$ cat src/rtl/rv_multicycle_ctrl_if.sv
// Control bundle between the multi-cycle sequencer and the RV32I datapath/memory.
// master = sequencer side, slave = datapath/memory side.
interface rv_multicycle_ctrl_if #(
    parameter int ALU_OP_W = 4
);
    logic                run_en;
    logic [31:0]         inst;
    logic                mem_ready;
    logic [3:0]          status;
    logic [31:0]         ir;
    logic                mem_req;
    logic                mem_we;
    logic                alu_src;
    logic [ALU_OP_W-1:0] alu_op;
    logic [2:0]          imm_sel;
    logic                reg_we;
    logic [1:0]          wb_sel;
    logic                pc_we;
    logic [1:0]          pc_src;
    logic                halted;
    logic                trap;
    logic [1:0]          trap_cause;
    logic [2:0]          state;

    modport master (
        input  run_en, inst, mem_ready, status,
        output ir, mem_req, mem_we, alu_src, alu_op, imm_sel, reg_we, wb_sel,
               pc_we, pc_src, halted, trap, trap_cause, state
    );

    modport slave (
        output run_en, inst, mem_ready, status,
        input  ir, mem_req, mem_we, alu_src, alu_op, imm_sel, reg_we, wb_sel,
               pc_we, pc_src, halted, trap, trap_cause, state
    );
endinterface

$ cat src/rtl/rv_multicycle_ctrl.sv
// Multi-cycle RV32I control sequencer: latches the fetched instruction and steps
// FETCH/DECODE/EXEC/MEM/WB, with memory timeout, halt on SYSTEM and illegal-opcode trap.
module rv_multicycle_ctrl #(
    parameter int ALU_OP_W    = 4,
    parameter int MEM_TIMEOUT = 16
) (
    input  logic                 clk,
    input  logic                 rst,
    rv_multicycle_ctrl_if.master bus
);

    typedef enum logic [2:0] {
        S_IDLE   = 3'd0,
        S_FETCH  = 3'd1,
        S_DECODE = 3'd2,
        S_EXEC   = 3'd3,
        S_MEM    = 3'd4,
        S_WB     = 3'd5,
        S_HALT   = 3'd6,
        S_TRAP   = 3'd7
    } state_t;

    localparam logic [6:0] OPC_R      = 7'b0110011;
    localparam logic [6:0] OPC_I      = 7'b0010011;
    localparam logic [6:0] OPC_LOAD   = 7'b0000011;
    localparam logic [6:0] OPC_STORE  = 7'b0100011;
    localparam logic [6:0] OPC_BRANCH = 7'b1100011;
    localparam logic [6:0] OPC_JAL    = 7'b1101111;
    localparam logic [6:0] OPC_JALR   = 7'b1100111;
    localparam logic [6:0] OPC_LUI    = 7'b0110111;
    localparam logic [6:0] OPC_AUIPC  = 7'b0010111;
    localparam logic [6:0] OPC_SYSTEM = 7'b1110011;

    localparam logic [3:0] ALU_ADD   = 4'd0;
    localparam logic [3:0] ALU_SUB   = 4'd1;
    localparam logic [3:0] ALU_SLL   = 4'd2;
    localparam logic [3:0] ALU_SLT   = 4'd3;
    localparam logic [3:0] ALU_SLTU  = 4'd4;
    localparam logic [3:0] ALU_XOR   = 4'd5;
    localparam logic [3:0] ALU_SRL   = 4'd6;
    localparam logic [3:0] ALU_SRA   = 4'd7;
    localparam logic [3:0] ALU_OR    = 4'd8;
    localparam logic [3:0] ALU_AND   = 4'd9;
    localparam logic [3:0] ALU_PASSB = 4'd10;

    localparam logic [2:0] IMM_I = 3'd0;
    localparam logic [2:0] IMM_S = 3'd1;
    localparam logic [2:0] IMM_B = 3'd2;
    localparam logic [2:0] IMM_U = 3'd3;
    localparam logic [2:0] IMM_J = 3'd4;

    localparam int CNT_W = (MEM_TIMEOUT > 1) ? $clog2(MEM_TIMEOUT) : 1;

    state_t           state_q, state_d;
    logic [31:0]      ir_q;
    logic [CNT_W-1:0] cnt_q;
    logic             halted_q, trap_q;
    logic [1:0]       cause_q, cause_d;

    logic [6:0] opcode;
    logic [2:0] funct3;
    logic       funct7_5;
    logic       is_r, is_i, is_load, is_store, is_branch, is_jal, is_jalr, is_lui, is_auipc;
    logic       is_system, is_known, br_legal, br_taken, mem_timeout;

    logic [3:0] ex_op;
    logic       ex_src;
    logic [2:0] ex_imm;

    logic       mem_req_c, mem_we_c, alu_src_c, reg_we_c, pc_we_c;
    logic [3:0] alu_op_c;
    logic [2:0] imm_sel_c;
    logic [1:0] wb_sel_c, pc_src_c;

    function automatic logic [3:0] f3_to_op(input logic [2:0] f3, input logic alt);
        case (f3)
            3'b000:  return alt ? ALU_SUB : ALU_ADD;
            3'b001:  return ALU_SLL;
            3'b010:  return ALU_SLT;
            3'b011:  return ALU_SLTU;
            3'b100:  return ALU_XOR;
            3'b101:  return alt ? ALU_SRA : ALU_SRL;
            3'b110:  return ALU_OR;
            default: return ALU_AND;
        endcase
    endfunction

    assign opcode    = ir_q[6:0];
    assign funct3    = ir_q[14:12];
    assign funct7_5  = ir_q[30];
    assign is_r      = (opcode == OPC_R);
    assign is_i      = (opcode == OPC_I);
    assign is_load   = (opcode == OPC_LOAD);
    assign is_store  = (opcode == OPC_STORE);
    assign is_branch = (opcode == OPC_BRANCH);
    assign is_jal    = (opcode == OPC_JAL);
    assign is_jalr   = (opcode == OPC_JALR);
    assign is_lui    = (opcode == OPC_LUI);
    assign is_auipc  = (opcode == OPC_AUIPC);
    assign is_system = (opcode == OPC_SYSTEM);
    assign is_known  = is_r | is_i | is_load | is_store | is_branch | is_jal | is_jalr
                     | is_lui | is_auipc;
    assign br_legal  = (funct3[2:1] != 2'b01);

    // The counter holds the number of mem_ready-low cycles already spent in this access.
    assign mem_timeout = (MEM_TIMEOUT != 0) && !bus.mem_ready
                       && (cnt_q == CNT_W'(MEM_TIMEOUT - 1));

    always_comb begin
        case (funct3)
            3'b000:  br_taken = bus.status[0];
            3'b001:  br_taken = !bus.status[0];
            3'b100:  br_taken = bus.status[1] ^ bus.status[3];
            3'b101:  br_taken = !(bus.status[1] ^ bus.status[3]);
            3'b110:  br_taken = !bus.status[2];
            3'b111:  br_taken = bus.status[2];
            default: br_taken = 1'b0;
        endcase
    end

    // ALU controls shared by EXEC and MEM, so an address stays stable across wait states.
    always_comb begin
        ex_op  = ALU_ADD;
        ex_src = 1'b0;
        ex_imm = IMM_I;
        case (opcode)
            OPC_R:      ex_op = f3_to_op(funct3, funct7_5);
            OPC_I: begin
                ex_src = 1'b1;
                ex_op  = f3_to_op(funct3, funct7_5 && (funct3 == 3'b101));
            end
            OPC_LOAD:   ex_src = 1'b1;
            OPC_STORE: begin
                ex_src = 1'b1;
                ex_imm = IMM_S;
            end
            OPC_LUI: begin
                ex_op  = ALU_PASSB;
                ex_imm = IMM_U;
            end
            OPC_AUIPC:  ex_imm = IMM_U;
            OPC_BRANCH: begin
                ex_op  = ALU_SUB;
                ex_imm = IMM_B;
            end
            OPC_JAL:    ex_imm = IMM_J;
            OPC_JALR:   ex_src = 1'b1;
            default: ;
        endcase
    end

    always_ff @(posedge clk) begin
        if (rst) state_q <= S_IDLE;
        else     state_q <= state_d;
    end

    always_ff @(posedge clk) begin
        if (rst) begin
            ir_q     <= 32'h0000_0013;
            cnt_q    <= '0;
            halted_q <= 1'b0;
            trap_q   <= 1'b0;
            cause_q  <= 2'd0;
        end else begin
            if (state_q == S_FETCH && bus.mem_ready) ir_q <= bus.inst;
            if ((state_q == S_FETCH || state_q == S_MEM) && !bus.mem_ready)
                cnt_q <= cnt_q + CNT_W'(1);
            else
                cnt_q <= '0;
            if (state_d == S_HALT) halted_q <= 1'b1;
            if (state_d == S_TRAP && state_q != S_TRAP) begin
                trap_q  <= 1'b1;
                cause_q <= cause_d;
            end
        end
    end

    always_comb begin
        state_d = state_q;
        cause_d = 2'd0;
        case (state_q)
            S_IDLE:   if (bus.run_en) state_d = S_FETCH;
            S_FETCH: begin
                if (bus.mem_ready) state_d = S_DECODE;
                else if (mem_timeout) begin
                    state_d = S_TRAP;
                    cause_d = 2'd2;
                end
            end
            S_DECODE: begin
                if (is_known) state_d = S_EXEC;
                else if (is_system) state_d = S_HALT;
                else begin
                    state_d = S_TRAP;
                    cause_d = 2'd1;
                end
            end
            S_EXEC: begin
                if (is_branch) begin
                    if (br_legal) state_d = S_FETCH;
                    else begin
                        state_d = S_TRAP;
                        cause_d = 2'd1;
                    end
                end else if (is_load || is_store) state_d = S_MEM;
                else state_d = S_WB;
            end
            S_MEM: begin
                if (bus.mem_ready) state_d = is_load ? S_WB : S_FETCH;
                else if (mem_timeout) begin
                    state_d = S_TRAP;
                    cause_d = 2'd2;
                end
            end
            S_WB:     state_d = S_FETCH;
            default:  state_d = state_q;
        endcase
    end

    // An illegal branch funct3 asserts nothing in EXEC; it only heads to TRAP.
    always_comb begin
        mem_req_c = 1'b0;
        mem_we_c  = 1'b0;
        alu_src_c = 1'b0;
        alu_op_c  = ALU_ADD;
        imm_sel_c = IMM_I;
        reg_we_c  = 1'b0;
        wb_sel_c  = 2'd0;
        pc_we_c   = 1'b0;
        pc_src_c  = 2'd0;
        case (state_q)
            S_FETCH: mem_req_c = 1'b1;
            S_EXEC: begin
                if (!(is_branch && !br_legal)) begin
                    alu_op_c  = ex_op;
                    alu_src_c = ex_src;
                    imm_sel_c = ex_imm;
                    if (is_branch) begin
                        pc_we_c  = 1'b1;
                        pc_src_c = br_taken ? 2'd1 : 2'd0;
                    end
                end
            end
            S_MEM: begin
                mem_req_c = 1'b1;
                mem_we_c  = is_store;
                alu_op_c  = ex_op;
                alu_src_c = ex_src;
                imm_sel_c = ex_imm;
                pc_we_c   = is_store && bus.mem_ready;
            end
            S_WB: begin
                reg_we_c = 1'b1;
                pc_we_c  = 1'b1;
                wb_sel_c = is_load ? 2'd1 : ((is_jal || is_jalr) ? 2'd2 : 2'd0);
                pc_src_c = is_jal ? 2'd1 : (is_jalr ? 2'd2 : 2'd0);
            end
            default: ;
        endcase
    end

    assign bus.ir         = ir_q;
    assign bus.mem_req    = mem_req_c;
    assign bus.mem_we     = mem_we_c;
    assign bus.alu_src    = alu_src_c;
    assign bus.alu_op     = ALU_OP_W'(alu_op_c);
    assign bus.imm_sel    = imm_sel_c;
    assign bus.reg_we     = reg_we_c;
    assign bus.wb_sel     = wb_sel_c;
    assign bus.pc_we      = pc_we_c;
    assign bus.pc_src     = pc_src_c;
    assign bus.halted     = halted_q;
    assign bus.trap       = trap_q;
    assign bus.trap_cause = cause_q;
    assign bus.state      = state_q;

endmodule

$ cat src/flat_wrapper.sv
// flat-port wrapper written by rule: the top's interface ports become plain ports
module rv_multicycle_ctrl_flat 
#(
    parameter int ALU_OP_W    = 4,
    parameter int MEM_TIMEOUT = 16
)
  (clk, rst, bus_run_en, bus_inst, bus_mem_ready, bus_status, bus_ir, bus_mem_req, bus_mem_we, bus_alu_src, bus_alu_op, bus_imm_sel, bus_reg_we, bus_wb_sel, bus_pc_we, bus_pc_src, bus_halted, bus_trap, bus_trap_cause, bus_state);
  rv_multicycle_ctrl_if #(.ALU_OP_W(ALU_OP_W)) bus_i ();
  input  logic clk;
  input  logic rst;
  input wire logic [$bits(bus_i.run_en)-1:0] bus_run_en;
  input wire logic [$bits(bus_i.inst)-1:0] bus_inst;
  input wire logic [$bits(bus_i.mem_ready)-1:0] bus_mem_ready;
  input wire logic [$bits(bus_i.status)-1:0] bus_status;
  output wire logic [$bits(bus_i.ir)-1:0] bus_ir;
  output wire logic [$bits(bus_i.mem_req)-1:0] bus_mem_req;
  output wire logic [$bits(bus_i.mem_we)-1:0] bus_mem_we;
  output wire logic [$bits(bus_i.alu_src)-1:0] bus_alu_src;
  output wire logic [$bits(bus_i.alu_op)-1:0] bus_alu_op;
  output wire logic [$bits(bus_i.imm_sel)-1:0] bus_imm_sel;
  output wire logic [$bits(bus_i.reg_we)-1:0] bus_reg_we;
  output wire logic [$bits(bus_i.wb_sel)-1:0] bus_wb_sel;
  output wire logic [$bits(bus_i.pc_we)-1:0] bus_pc_we;
  output wire logic [$bits(bus_i.pc_src)-1:0] bus_pc_src;
  output wire logic [$bits(bus_i.halted)-1:0] bus_halted;
  output wire logic [$bits(bus_i.trap)-1:0] bus_trap;
  output wire logic [$bits(bus_i.trap_cause)-1:0] bus_trap_cause;
  output wire logic [$bits(bus_i.state)-1:0] bus_state;
  assign bus_i.run_en = bus_run_en;
  assign bus_i.inst = bus_inst;
  assign bus_i.mem_ready = bus_mem_ready;
  assign bus_i.status = bus_status;
  assign bus_ir = bus_i.ir;
  assign bus_mem_req = bus_i.mem_req;
  assign bus_mem_we = bus_i.mem_we;
  assign bus_alu_src = bus_i.alu_src;
  assign bus_alu_op = bus_i.alu_op;
  assign bus_imm_sel = bus_i.imm_sel;
  assign bus_reg_we = bus_i.reg_we;
  assign bus_wb_sel = bus_i.wb_sel;
  assign bus_pc_we = bus_i.pc_we;
  assign bus_pc_src = bus_i.pc_src;
  assign bus_halted = bus_i.halted;
  assign bus_trap = bus_i.trap;
  assign bus_trap_cause = bus_i.trap_cause;
  assign bus_state = bus_i.state;
  rv_multicycle_ctrl #(.ALU_OP_W(ALU_OP_W), .MEM_TIMEOUT(MEM_TIMEOUT)) u_core (.clk(clk), .rst(rst), .bus(bus_i));
endmodule
$ cat config.mk
export PLATFORM = sky130hd
export DESIGN_NAME = rv_multicycle_ctrl_flat
export DESIGN_NICKNAME = d
export VERILOG_FILES = /design/src/rtl/rv_multicycle_ctrl_if.sv /design/src/rtl/rv_multicycle_ctrl.sv /design/src/flat_wrapper.sv
export SDC_FILE = /design/constraint.sdc
export NUM_CORES = 1
export LEC_CHECK = 0
export CAP_MARGIN = 0
export CORE_ASPECT_RATIO = 2
export CORE_UTILIZATION = 45
export DETAILED_ROUTE_END_ITERATION = 8
export PLACE_DENSITY = 0.85
export SLEW_MARGIN = 20
export SYNTH_ARGS = -nofsm -noshare
export SYNTH_HDL_FRONTEND = slang
export SYNTH_SLANG_ARGS = --single-unit
$ cat constraint.sdc
create_clock -name clk -period 3.3 [get_ports clk]
set_clock_uncertainty 0.15 [all_clocks]
set_input_delay 0.66 -clock clk [delete_from_list [all_inputs] [get_ports clk]]
set_output_delay 0.66 -clock clk [all_outputs]
set_load 0.005 [all_outputs]
=== After elaboration in Yosys (flattened, before gate mapping) ===
Cells that the tools add are included.

* Bits of input ports: 40
* Logic and storage cells: 114
* Bits in read-only memories: 0
* Register bits after elaboration: 43
* RAM bits: 0
* Bits in latches: 0
* Memories kept: 0
* Output and inout port bits: 55

* $mul: 0
* Muxes and demuxes: 49
* Divide/modulo/power cells: 0
* Reduce and logical (&&, ||, !) cells: 21
* Eq/ne operators: 27
* Bitwise operators: 10
* Order comparisons: 0
* Shift-type cells: 0
* Add/subtract/negate cells: 1

{| class="wikitable"
|+ Operators with widths
! operator !! count
|-
| 4-bit case mux with 7 select lines || 2
|-
| 7-bit == test, second input constant || 4
|-
| 3-bit two-way mux || 9
|-
| 3-bit == test, second input constant || 8
|-
| 2-bit two-way mux || 11
|-
| 7-bit by 6-bit == test with 1-bit output, second input constant || 3
|-
| 3-bit case mux with 6 select lines || 1
|-
| 1-bit two-way mux || 16
|-
| 4-bit case mux with 4 select lines || 1
|-
| 7-bit by 5-bit == test with 1-bit output, second input constant || 2
|-
| 3-bit by 2-bit == test with 1-bit output, second input constant || 4
|-
| 3-bit case mux with 4 select lines || 1
|-
| 1-bit OR || 8
|-
| 4-bit case mux with 2 select lines || 1
|-
| 7-bit by 2-bit == test with 1-bit output, second input constant || 1
|-
| 1-bit logical AND || 7
|-
| 3-bit by 1-bit == test with 1-bit output, second input constant || 2
|-
| 3-bit logical NOT || 2
|-
| 1-bit case mux with 6 select lines || 1
|-
| 2-bit case mux with 3 select lines || 1
|-
| 3-bit case mux with 2 select lines || 1
|-
| 2-bit OR reduction || 3
|-
| 1-bit logical NOT || 5
|-
| 4-bit by 1-bit adder with 4-bit output, second input constant || 1
|-
| 11 further kinds || 13
|}

=== Longest topological paths before layout ===
* Depth in word-level cells: 13
* Gate-level depth with buffers: 6

=== Worst setup path before layout ===
No wires, ideal clock.

* Kind: reg2out
* From: register u_core.ir_q[2], in the netlist u_core.bus.ir[2]
* To: output port bus_alu_op[2]
* Arrival time: 1359 ps
* Slack: 1131 ps
* Cell stages (with the launch flop): 6
* Buffers on the path: 1
* Cell sequence: dfxtp_1 -> buf_2 -> and4bb_2 -> nand3_1 -> a21oi_1 -> nor3b_1

* Longest elaborated chain between the ends: 4
* Elaborated cells on any way between the ends: 8

{| class="wikitable"
|+ RTL lines
! element !! RTL line !! source
|-
| start, declared || rv_multicycle_ctrl.sv:55 || <nowiki>logic [31:0] ir_q;</nowiki>
|-
| start signal, assigned || rv_multicycle_ctrl.sv:165 || <nowiki>if (state_q == S_FETCH && bus.mem_ready) ir_q <= bus.inst;</nowiki>
|-
| 7-bit == test, or another cell as far along || rv_multicycle_ctrl.sv:95, rv_multicycle_ctrl.sv:126 ||
|-
| 4-bit case mux with 4 select lines or 1-bit logical AND (tied branches) || rv_multicycle_ctrl.sv:126, rv_multicycle_ctrl.sv:234 ||
|-
| 4-bit two-way mux || rv_multicycle_ctrl.sv:234 || <nowiki>if (!(is_branch && !br_legal)) begin</nowiki>
|-
| 4-bit case mux with 2 select lines (*) || rv_multicycle_ctrl.sv:231 || <nowiki>case (state_q)</nowiki>
|-
| end, declared || flat_wrapper.sv:19 || <nowiki>output wire logic [$bits(bus_i.alu_op)-1:0] bus_alu_op;</nowiki>
|}

Mark *: on every way between the ends. The rest lies on a longest branch, timed or not.

=== Worst setup path after layout ===
* From: input port bus_status[1]
* To: output port bus_pc_src[0]

* Longest elaborated chain between the ends: 7

{| class="wikitable"
|+ RTL lines
! element !! RTL line !! source
|-
| start, declared || flat_wrapper.sv:14 || <nowiki>input wire logic [$bits(bus_i.status)-1:0] bus_status;</nowiki>
|-
| 1-bit XOR (*) || rv_multicycle_ctrl.sv:113, rv_multicycle_ctrl.sv:114 ||
|-
| 1-bit logical NOT || rv_multicycle_ctrl.sv:114 || <nowiki>3'b101: br_taken = !(bus.status[1] ^ bus.status[3]);</nowiki>
|-
| 1-bit case mux with 6 select lines (*) || rv_multicycle_ctrl.sv:110 || <nowiki>case (funct3)</nowiki>
|-
| 1-bit two-way mux (*) || rv_multicycle_ctrl.sv:240 || <nowiki>pc_src_c = br_taken ? 2'd1 : 2'd0;</nowiki>
|-
| 2-bit two-way mux (*) || rv_multicycle_ctrl.sv:238 || <nowiki>if (is_branch) begin</nowiki>
|-
| 2-bit two-way mux (*) || rv_multicycle_ctrl.sv:234 ||
|-
| 2-bit case mux with 2 select lines (*) || rv_multicycle_ctrl.sv:231 ||
|-
| end, declared || flat_wrapper.sv:24 || <nowiki>output wire logic [$bits(bus_i.pc_src)-1:0] bus_pc_src;</nowiki>
|}

Marked as above.

==> flow_metrics.env <==
export IMPL_outcome="finished clean"
export IMPL_crit_reg2reg_launch="u_core.cnt_q[0]"
export IMPL_slew_headroom=0.602
export IMPL_critPathMaxFanout=1
export IMPL_min_from="u_core.bus.trap"
export IMPL_rsz0062_at_grt="false"
export IMPL_finalHoldViolCount=0
export IMPL_ys_ff_latch=43
export IMPL_synthDistinctLibCells=44
export IMPL_grt_start_max_net_pins=33
export IMPL_hold_path_end="u_core.bus.trap"
export IMPL_finalSetupTns_ps=0
export IMPL_p_per_area_nw_per_um2=363
export IMPL_stdcell_count=426
export IMPL_fillers=408
export IMPL_yosysSeqAreaShare=0.401
export IMPL_dp_hpwl_mm=4.55
export IMPL_dp_cells=420
export IMPL_syn_inst=285
export IMPL_antenna_left=0
export IMPL_p_leak_nw=1.15
export IMPL_layout_min_cycle_time_ps=3120
export IMPL_synth_area_leaders="dfxtp_1 40%, nand2_1 13%, a21oi_1 10%"
export IMPL_cp_slowest_cell="clkdlybuf4s50_1"
export IMPL_synth_fp_nets=326
export IMPL_antenna_found_initial=0
export IMPL_wl_mm=6.08
export IMPL_worstSetupStartpointType="input pin"
export IMPL_clk_path_buf_depth=2
export IMPL_required_ps=2490
export IMPL_critPathCaptureType="output pin"
export IMPL_finalInstanceArea_um2=3180
export IMPL_clk_pin_slew_ps=70
export IMPL_grt_usage=0.250
export IMPL_numPortBuffers=94
export IMPL_synthArstFlopShare=0
export IMPL_synth_edf_count=0
export IMPL_clk_latency_ps=280
export IMPL_hold_path_class="reg2reg"
export IMPL_critPathKind="in2out"
export IMPL_regToRegEndpoint="u_core.bus.trap_cause[1]"
export IMPL_vdd_drop_max_v=0.000416
export IMPL_grt_overflow=0
export IMPL_synthTopCellsByCount="77 x nand2_1, 43 x a21oi_1, 43 x dfxtp_1, 16 x nor2_1"
export IMPL_syn_area_um2=2140
export IMPL_drt_iter0_markers=46
export IMPL_drv_slew=0
export IMPL_cts_sinks=43
export IMPL_ctsRootBufferMaster="clkbuf_8"
export IMPL_wl_per_cell_um=14.3
export IMPL_synth_most_common_cell="nand2_1"
export IMPL_grt_pass1_vias=2205
export IMPL_setup_viol=0
export IMPL_grt_first_pass_wirelength_mm=9.67
export IMPL_area_growth_pct=48.3
export IMPL_die_y_um=99.6
export IMPL_syn_area_per_cell_um2=7.52
export IMPL_yosysTopAreaCell="dfxtp_1"
export IMPL_cp_cell_sequence="clkdlybuf4s50_1, xnor2_1, mux2i_1, xor2_1, a21oi_1, o21ai_1, clkdlybuf4s50_1"
export IMPL_r2r_cells=6
export IMPL_via_per_inst=5.40
export IMPL_htreeDepth=2
export IMPL_cts_tree="built"
export IMPL_die_area_um2=5060
export IMPL_num_rows=35
export IMPL_cap_viol_max_count=0
export IMPL_synth_top_area_share=0.401
export IMPL_cp_common_cell="clkdlybuf4s50_1"
export IMPL_max_stage_delay_ps=510
export IMPL_diodes=0
export IMPL_drc=0
export IMPL_hold_depth=2
export IMPL_core_area_um2=4600
export IMPL_finalPower_w=0.00116
export IMPL_drt_first_pass_iters=4
export IMPL_layout_drive_gt1_share=0.0593
export IMPL_ys_warnings_count=0
export IMPL_synth_ff_type="dfxtp_1"
export IMPL_initial_core_util=0.466
export IMPL_worst_slew_pin_slew_ps=596
export IMPL_nets=413
export IMPL_io_pins=95
export IMPL_globalplace_congestion=0.917
export IMPL_fin_crit_sh=0.944
export IMPL_reg2reg_slack_ps=1150
export IMPL_cts_buffers=5
export IMPL_place_area_um2=3110
export IMPL_worstPathArrival_ps=2310
export IMPL_vias=2300
export IMPL_floorplan_die_width_um=50.8
export IMPL_cts_setup_buffers=0
export IMPL_fmax_mhz=321
## power breakdown
part | switching, W | internal [W]
sequential | 0.0000369 | 0.000545
clock | 0.000160 | 0.000141
combinational | 0.000122 | 0.000150
total | 0.000319 | 0.000837
## metal layers
layer,global-route usage,part of all wire,up-vias
li1,-,-,1138
met1,0.243,0.37,1065
met2,0.476,0.56,78
met4,0.141,0.036,0
met3,0.0367,0.039,19
met5,0,0,-
## per-stage QoR
step	utilization	worst slack (ps)	hold slack [ps]
2_1_floorplan	-	1130	268
3_3_place_gp	0.676	213	281
3_5_place_dp	0.676	144	297
4_1_cts	0.692	131	307
5_1_grt	0.692	25.1	322
6_report	0.692	184	304
## cells in the final DEF, fill, tap and decap left out, types with 2 or more instances in the layout
cell type / n
clkdlybuf4s50_1: 94
nand2_1: 77
a21oi_1: 43
dfxtp_1: 43
nor2_1: 15
nand3_1: 12
nor3_1: 7
inv_1: 7
buf_4: 6
nor2b_1: 5
nand2b_1: 5
clkbuf_8: 5
nor3b_1: 4
xnor2_1: 4
mux2i_1: 3
nor4_1: 3
and3_1: 3
o21ai_0: 3
nand3b_4: 2
xor2_1: 2
a211oi_1: 2
o41ai_1: 2
## flip-flops by register name (all words and copies together), names as in the netlist
| register | flops |
|---|---|
| u_core.bus.halted | 1 |
| u_core.bus.ir | 32 |
| u_core.bus.trap | 1 |
| u_core.bus.trap_cause | 2 |
| u_core.bus.state | 3 |
| u_core.cnt_q | 4 |
## cell type report
class	count	area, µm²	area share
Multi-Input combinational cell	215	1170	0.367
Sequential cell	43	861	0.271
Tap cell	55	68.8	0.0216
Inverter	7	26.3	0.00826
Clock buffer	6	72.6	0.0228
Timing Repair Buffer	100	986	0.310
## critical path: cells and delay by family
kind | cells | cell delay [ps]
muxes | 1 | 170
AOI/OAI and AO/OA | 2 | 260
buffers and inverters | 2 | 930
xor gates and xnor gates | 2 | 290
## repair_timing
item | CTS | global route
gates resized for setup | 0 | 1
endpoints found under the setup margin | 0 | 1
hold buffers | 0 | 0
## worst max-delay path by stage
stage / from / end / depth (start not counted) / slack, ps
2_1_floorplan: u_core.bus.ir[2] / bus_alu_op[2] / 5 / 1130
3_3_place_gp: bus_status[3] / bus_pc_src[0] / 7 / 210
3_5_place_dp: bus_status[3] / bus_pc_src[0] / 7 / 140
4_1_cts: bus_status[1] / bus_pc_src[0] / 7 / 130
5_1_grt: u_core.bus.state[0] / bus_pc_src[0] / 6 / 30
6_report: bus_status[1] / bus_pc_src[0] / 7 / 180
## logic make-up after synthesis
| kind of cell | count (synthesis) | share of synthesized area |
|---|---|---|
| fa+ha+maj | 1 | 0.00583 |
| buf+inv | 27 | 0.0560 |
| mux | 3 | 0.0140 |
| xor+xnor | 6 | 0.0245 |
| simple gates | 144 | 0.325 |
| flops | 43 | 0.401 |
| compound gates | 61 | 0.173 |
(Power assumes the default switching activity.)
==> RTL edit 1, RTL diff (same settings) <==
`ALU_OP_W` is set to 4 in 3 places; all go to 6.
--- a/src/rtl/rv_multicycle_ctrl_if.sv
+++ b/src/rtl/rv_multicycle_ctrl_if.sv
@@ -3,3 +3,3 @@
 interface rv_multicycle_ctrl_if #(
-    parameter int ALU_OP_W = 4
+    parameter int ALU_OP_W = 6
 );
--- a/src/rtl/rv_multicycle_ctrl.sv
+++ b/src/rtl/rv_multicycle_ctrl.sv
@@ -3,3 +3,3 @@
 module rv_multicycle_ctrl #(
-    parameter int ALU_OP_W    = 4,
+    parameter int ALU_OP_W    = 6,
     parameter int MEM_TIMEOUT = 16
--- a/src/flat_wrapper.sv
+++ b/src/flat_wrapper.sv
@@ -3,3 +3,3 @@
 #(
-    parameter int ALU_OP_W    = 4,
+    parameter int ALU_OP_W    = 6,
     parameter int MEM_TIMEOUT = 16
Ports: changed (resized bus_alu_op); port bits go from 95 to 97. The function was not compared with the original's and may differ.
==> RTL edit 1 against the unedited design <==
Power rose by 15%; worst setup slack improved by 13 ps; sequential power about the same; final area is 1.9% higher; final cell count rose by 0.70%; wire length is 1.4% lower; sequential cell count is the same; critical path type unchanged; largest cell class unchanged; area after synthesis up 0.88%; highest routed layer unchanged.
==> RTL edit 1: results (changes against the unedited design) <==
flip-flop count of the largest register, all copies and words added 32 (unchanged); switching component of the power 335 uW (+5.1%); beginning of the worst register-to-register path u_core.cnt_q[0]; Final Max Slew Viols 0 (unchanged); via count normalized by instance count 5.32 (-1.5%); post-route cell area 0.00324 sq mm (+1.9%); final RePlAce weighted congestion 0.893 (-2.6%); cell family contributing the most delay on the critical path buffers and inverters; P_leak 1.18 nW (+2.6%); post-synthesis cell type count 45 (+2.3%); count of cells along the worst hold path 2 (unchanged); wire length after detailed routing 5990 microns (-1.4%); cell with the largest stage delay on the worst path sky130_fd_sc_hd__clkdlybuf4s50_1; final hold slack 303 ps (-0.498 ps); Clk pwr share 0.358 (+0.098); number of warning messages in the yosys log 0 (unchanged); count of TritonRoute iterations in the first routing pass 4 (unchanged); outcome complete, no violations; setup slack, reg-to-reg 1190 ps (+40 ps); clock insertion delay at the later pin of the skew report 300 ps (+20 ps); final critical-path required period 3100 ps (-13.4 ps); # diodes 0 (unchanged); via count of the first global-routing pass 2,118 (-3.9%); sink of the worst hold path u_core.bus.ir[17]; number of DRC markers in iteration 0 39 (-15%); maximum number of pins on one net before global-route repair 36 (+9.1%); Clock Pin Slew Worst Setup and Hold Paths 70 ps (about the same); register share of total power 0.438 (-0.066); main flop type after synthesis sky130_fd_sc_hd__dfxtp_1; Worst Hold Launch u_core.bus.ir[17]; placed cells 421 (+0.24%); Peak VDD IR 415 uV (-0.19%); Fillers 383 (-6.1%); asr flop ratio synth 0 (unchanged); post-synthesis instance total 288 (+1.1%); Area after DPL 0.00311 sq mm (unchanged); Max Buffers Root-to-Sink 2 (unchanged); vias post-DR 2,282 (-0.78%); initial antenna violation count 0 (unchanged); Pwr Density 411 mW/mm^2 (+13%); post-placement worst setup slack 200 ps (+55.9 ps); Worst slew margin 0.668 (+0.0661); arrival time of the worst setup path 2290 ps (-20 ps); fraction of the yosys area taken by sequential cells 0.398 (-0.00348); fraction of final layout cells with drive strength greater than 1 0.0642 (+0.00487); most area-consuming cells after synthesis sky130_fd_sc_hd__dfxtp_1, sky130_fd_sc_hd__nand2_1, sky130_fd_sc_hd__a21oi_1, sky130_fd_sc_hd__nand3_1, sky130_fd_sc_hd__nor2_1; capturing instance or port of the critical path bus_pc_src[0]; post-layout net count 414 (+0.24%); half-perimeter wire length after placement 4410 microns (-3.1%); delay of the slowest cell on the worst path 520 ps; type of the tightest min-delay check reg2reg; total global-route track usage 0.247 (-0.00268); first-pass GRT wire length 9670 microns (about the same)
[RTL edit 1: cell count changes in the layout (fill, tap and decap cells not counted), sizes merged]
cell and delta:
buf -1, bufinv +2, conb +2
[RTL edit 1: layout make-up]
class                           instances  area share
Tap cell                               55      0.0212
Inverter                                7     0.00810
Timing Repair Buffer                   99       0.302
Clock inverter                          2      0.0185
Sequential cell                        43       0.266
Multi-Input combinational cell        217       0.362
Clock buffer                            6      0.0224
[RTL edit 1: routing by layer]
metal	vias to the layer above	global-route usage	part of all wire
met5	-	0	0
met4	0	0.135	0.042
met3	17	0.0364	0.037
met2	65	0.442	0.54
met1	1061	0.267	0.38
li1	1139	-	-
[RTL edit 1: logic make-up after synthesis]
logic type	count (synthesis)	synth area share
XOR/XNOR	6	0.0243
AND/OR/NAND/NOR	144	0.322
buffers and inverters	29	0.0625
other	1	0.00173
adder cells (fa/ha/maj)	1	0.00578
AO/OA/AOI/OAI	61	0.172
multiplexers	3	0.0139
flip-flops	43	0.398
==> RTL edit 2, RTL diff (same flow settings) <==
Without the edit above. Make the reset (`rst`) asynchronous in 2 clocked blocks.
--- a/src/rtl/rv_multicycle_ctrl.sv
+++ b/src/rtl/rv_multicycle_ctrl.sv
@@ -151,3 +151,3 @@
 
-    always_ff @(posedge clk) begin
+    always_ff @(posedge clk or posedge rst) begin
         if (rst) state_q <= S_IDLE;
@@ -156,3 +156,3 @@
 
-    always_ff @(posedge clk) begin
+    always_ff @(posedge clk or posedge rst) begin
         if (rst) begin
Behaviour: differs if rst is asserted again (counterexample within 4 cycles, from zero or initial values and one cycle with rst high); with rst held inactive, the same outputs for 10 cycles.
==> RTL edit 2 against the unedited design <==
Sequential cell count unchanged; wire length decreased by 8.2%; final area increased by 5.6%; critical path type is now reg2out; worst setup slack got worse by 54 ps; area after synthesis increased by 6.0%; largest cell class unchanged; non-clock buffer count increased by 2.
Power is not compared: it rests on default switching activity, and its combinational part moved more than twofold at a synthesized area within 25%.
==> RTL edit 2: results (changes against the unedited design) <==
outcome complete, no violations; delay of the slowest cell on the worst path 580 ps (+70 ps); sink of the worst hold path u_core.bus.trap; cell with the largest stage delay on the worst path sky130_fd_sc_hd__dfstp_2; setup slack, reg-to-reg 1220 ps (+70 ps); via count of the first global-routing pass 1,973 (-11%); Worst Hold Launch u_core.bus.trap; most area-consuming cells after synthesis sky130_fd_sc_hd__dfrtp_1, sky130_fd_sc_hd__mux2_2, sky130_fd_sc_hd__dfstp_2, sky130_fd_sc_hd__nand2_1, sky130_fd_sc_hd__nor2_1; count of cells along the worst hold path 1 (-1); Fillers 381 (-6.6%); most common library cells after synthesis sky130_fd_sc_hd__dfrtp_1, sky130_fd_sc_hd__mux2_2, sky130_fd_sc_hd__nand2_1, sky130_fd_sc_hd__nor2_1, sky130_fd_sc_hd__a21oi_1; maximum number of pins on one net before global-route repair 33 (unchanged); worst reg-to-reg path cell count 6 (unchanged); fraction of final layout cells with drive strength greater than 1 0.215 (+0.156); H-tree depth 2 (unchanged); type of the tightest min-delay check reg2reg; count of TritonRoute iterations in the first routing pass 4 (unchanged); first-pass GRT wire length 8960 microns (-7.3%); number of warning messages in the yosys log 0 (unchanged); post-layout net count 337 (-18%); post-placement worst setup slack 133 ps (-11.0 ps); fraction of the yosys area taken by sequential cells 0.475 (+0.0736); half-perimeter wire length after placement 4290 microns (-5.7%); number of DRC markers in iteration 0 37 (-20%); vias post-DR 1,922 (-16%); final RePlAce weighted congestion 0.919 (+0.20%); wire per inst 15.8 microns (+10%); Clock Pin Slew Worst Setup and Hold Paths 90 ps (+20 ps); beginning of the worst register-to-register path u_core.cnt_q[0]; critical path fanouts, max 8 (+7); Worst slew margin 0.542 (-0.0596); total global-route track usage 0.229 (-0.0211); Post-Synthesis Net Count 244 (-25%); clock insertion delay at the later pin of the skew report 300 ps (+20 ps); final hold slack 317 ps (+13.0 ps); FF-to-FF End u_core.bus.trap_cause[0]; clock root buffer sky130_fd_sc_hd__clkbuf_8; Max Buffers Root-to-Sink 2 (unchanged); Area after DPL 0.00326 sq mm (+4.9%); post-synthesis cell type count 52 (+18%); cell family contributing the most delay on the critical path simple AND/OR/NAND/NOR gates; asr flop ratio synth 1.00 (+1.00)
RTL edit 2: cell types whose count changed in the layout (fill, tap and decap cells not counted), moves of 6 or more:
cell and delta:
sky130_fd_sc_hd__a21oi_1 -34, sky130_fd_sc_hd__dfrtp_1 +39, sky130_fd_sc_hd__dfxtp_1 -43, sky130_fd_sc_hd__mux2_2 +31, sky130_fd_sc_hd__nand2_1 -64, sky130_fd_sc_hd__nand3_1 -8, sky130_fd_sc_hd__nor3_1 -6
RTL edit 2: layout make-up:
class	count	share of cell area
Multi-Input combinational cell	141	0.326
Inverter	3	0.00335
Clock inverter	2	0.00484
Sequential cell	43	0.322
Clock buffer	6	0.0246
Tap cell	57	0.0212
Timing Repair Buffer	102	0.298
RTL edit 2: repair_timing:
item | CTS | global route
setup endpoints to repair | 0 | 3
hold endpoints to repair | 0 | 0
gates resized for setup | 0 | 1
setup buffers | 0 | 0
RTL edit 2: worst register-to-register path, cell delays in order (launching register included):
cell and delay [ps]:
sky130_fd_sc_hd__dfrtp_1 400, sky130_fd_sc_hd__ha_1 230, sky130_fd_sc_hd__and3_1 260, sky130_fd_sc_hd__a32oi_1 290
sky130_fd_sc_hd__o41ai_2 150, sky130_fd_sc_hd__o311ai_2 360, sky130_fd_sc_hd__a22oi_1 120
RTL edit 2: metrics by stage:
step | power, mW | utilization | std cells
CTS | 2.87 | 0.690 | 354
global placement | 2.45 | 0.670 | 346
finish | 2.84 | 0.691 | 354
floorplan | 1.77 | - | 203
detailed placement | 2.50 | 0.670 | 346
global route | 3.03 | 0.691 | 354
RTL edit 2: logic make-up after synthesis:
family,count (synthesis),synth area share
xor+xnor,5,0.0193
buf+inv,19,0.0429
compound gates,37,0.119
fa+ha+maj,1,0.00550
flops,43,0.475
mux,32,0.159
simple gates,66,0.179
RTL edit 2: power by group through the flow:
stage | registers, mW | logic (mW) | clock network [mW]
final | 0.996 | 1.49 | 0.355
after global routing | 1.03 | 1.62 | 0.383
after CTS | 0.994 | 1.51 | 0.369
after detailed placement | 1.00 | 1.50 | 0
after global placement | 0.989 | 1.46 | 0
after floorplan | 0.942 | 0.830 | 0
RTL edit 2: per-layer routing:
metal,part of all wire,wire length [microns],global-route usage,up-vias
li1,-,-,-,906
met3,0.063,351,0.0664,19
met1,0.36,2000,0.242,914
met5,0,0,0,-
met2,0.54,3030,0.390,83
met4,0.035,197,0.140,0
RTL edit 2: worst max-delay path by stage:
stage                                   start              to  slack [ps]
after floorplan              u_core.bus.ir[2]  bus_imm_sel[0]        1050
after global placement          bus_status[3]   bus_pc_src[0]         160
after detailed placement        bus_status[3]   bus_pc_src[0]         130
after CTS                 u_core.bus.state[1]     bus_alu_src          70
after global routing         u_core.bus.ir[5]  bus_imm_sel[0]          -8
final                        u_core.bus.ir[0]  bus_imm_sel[0]         130
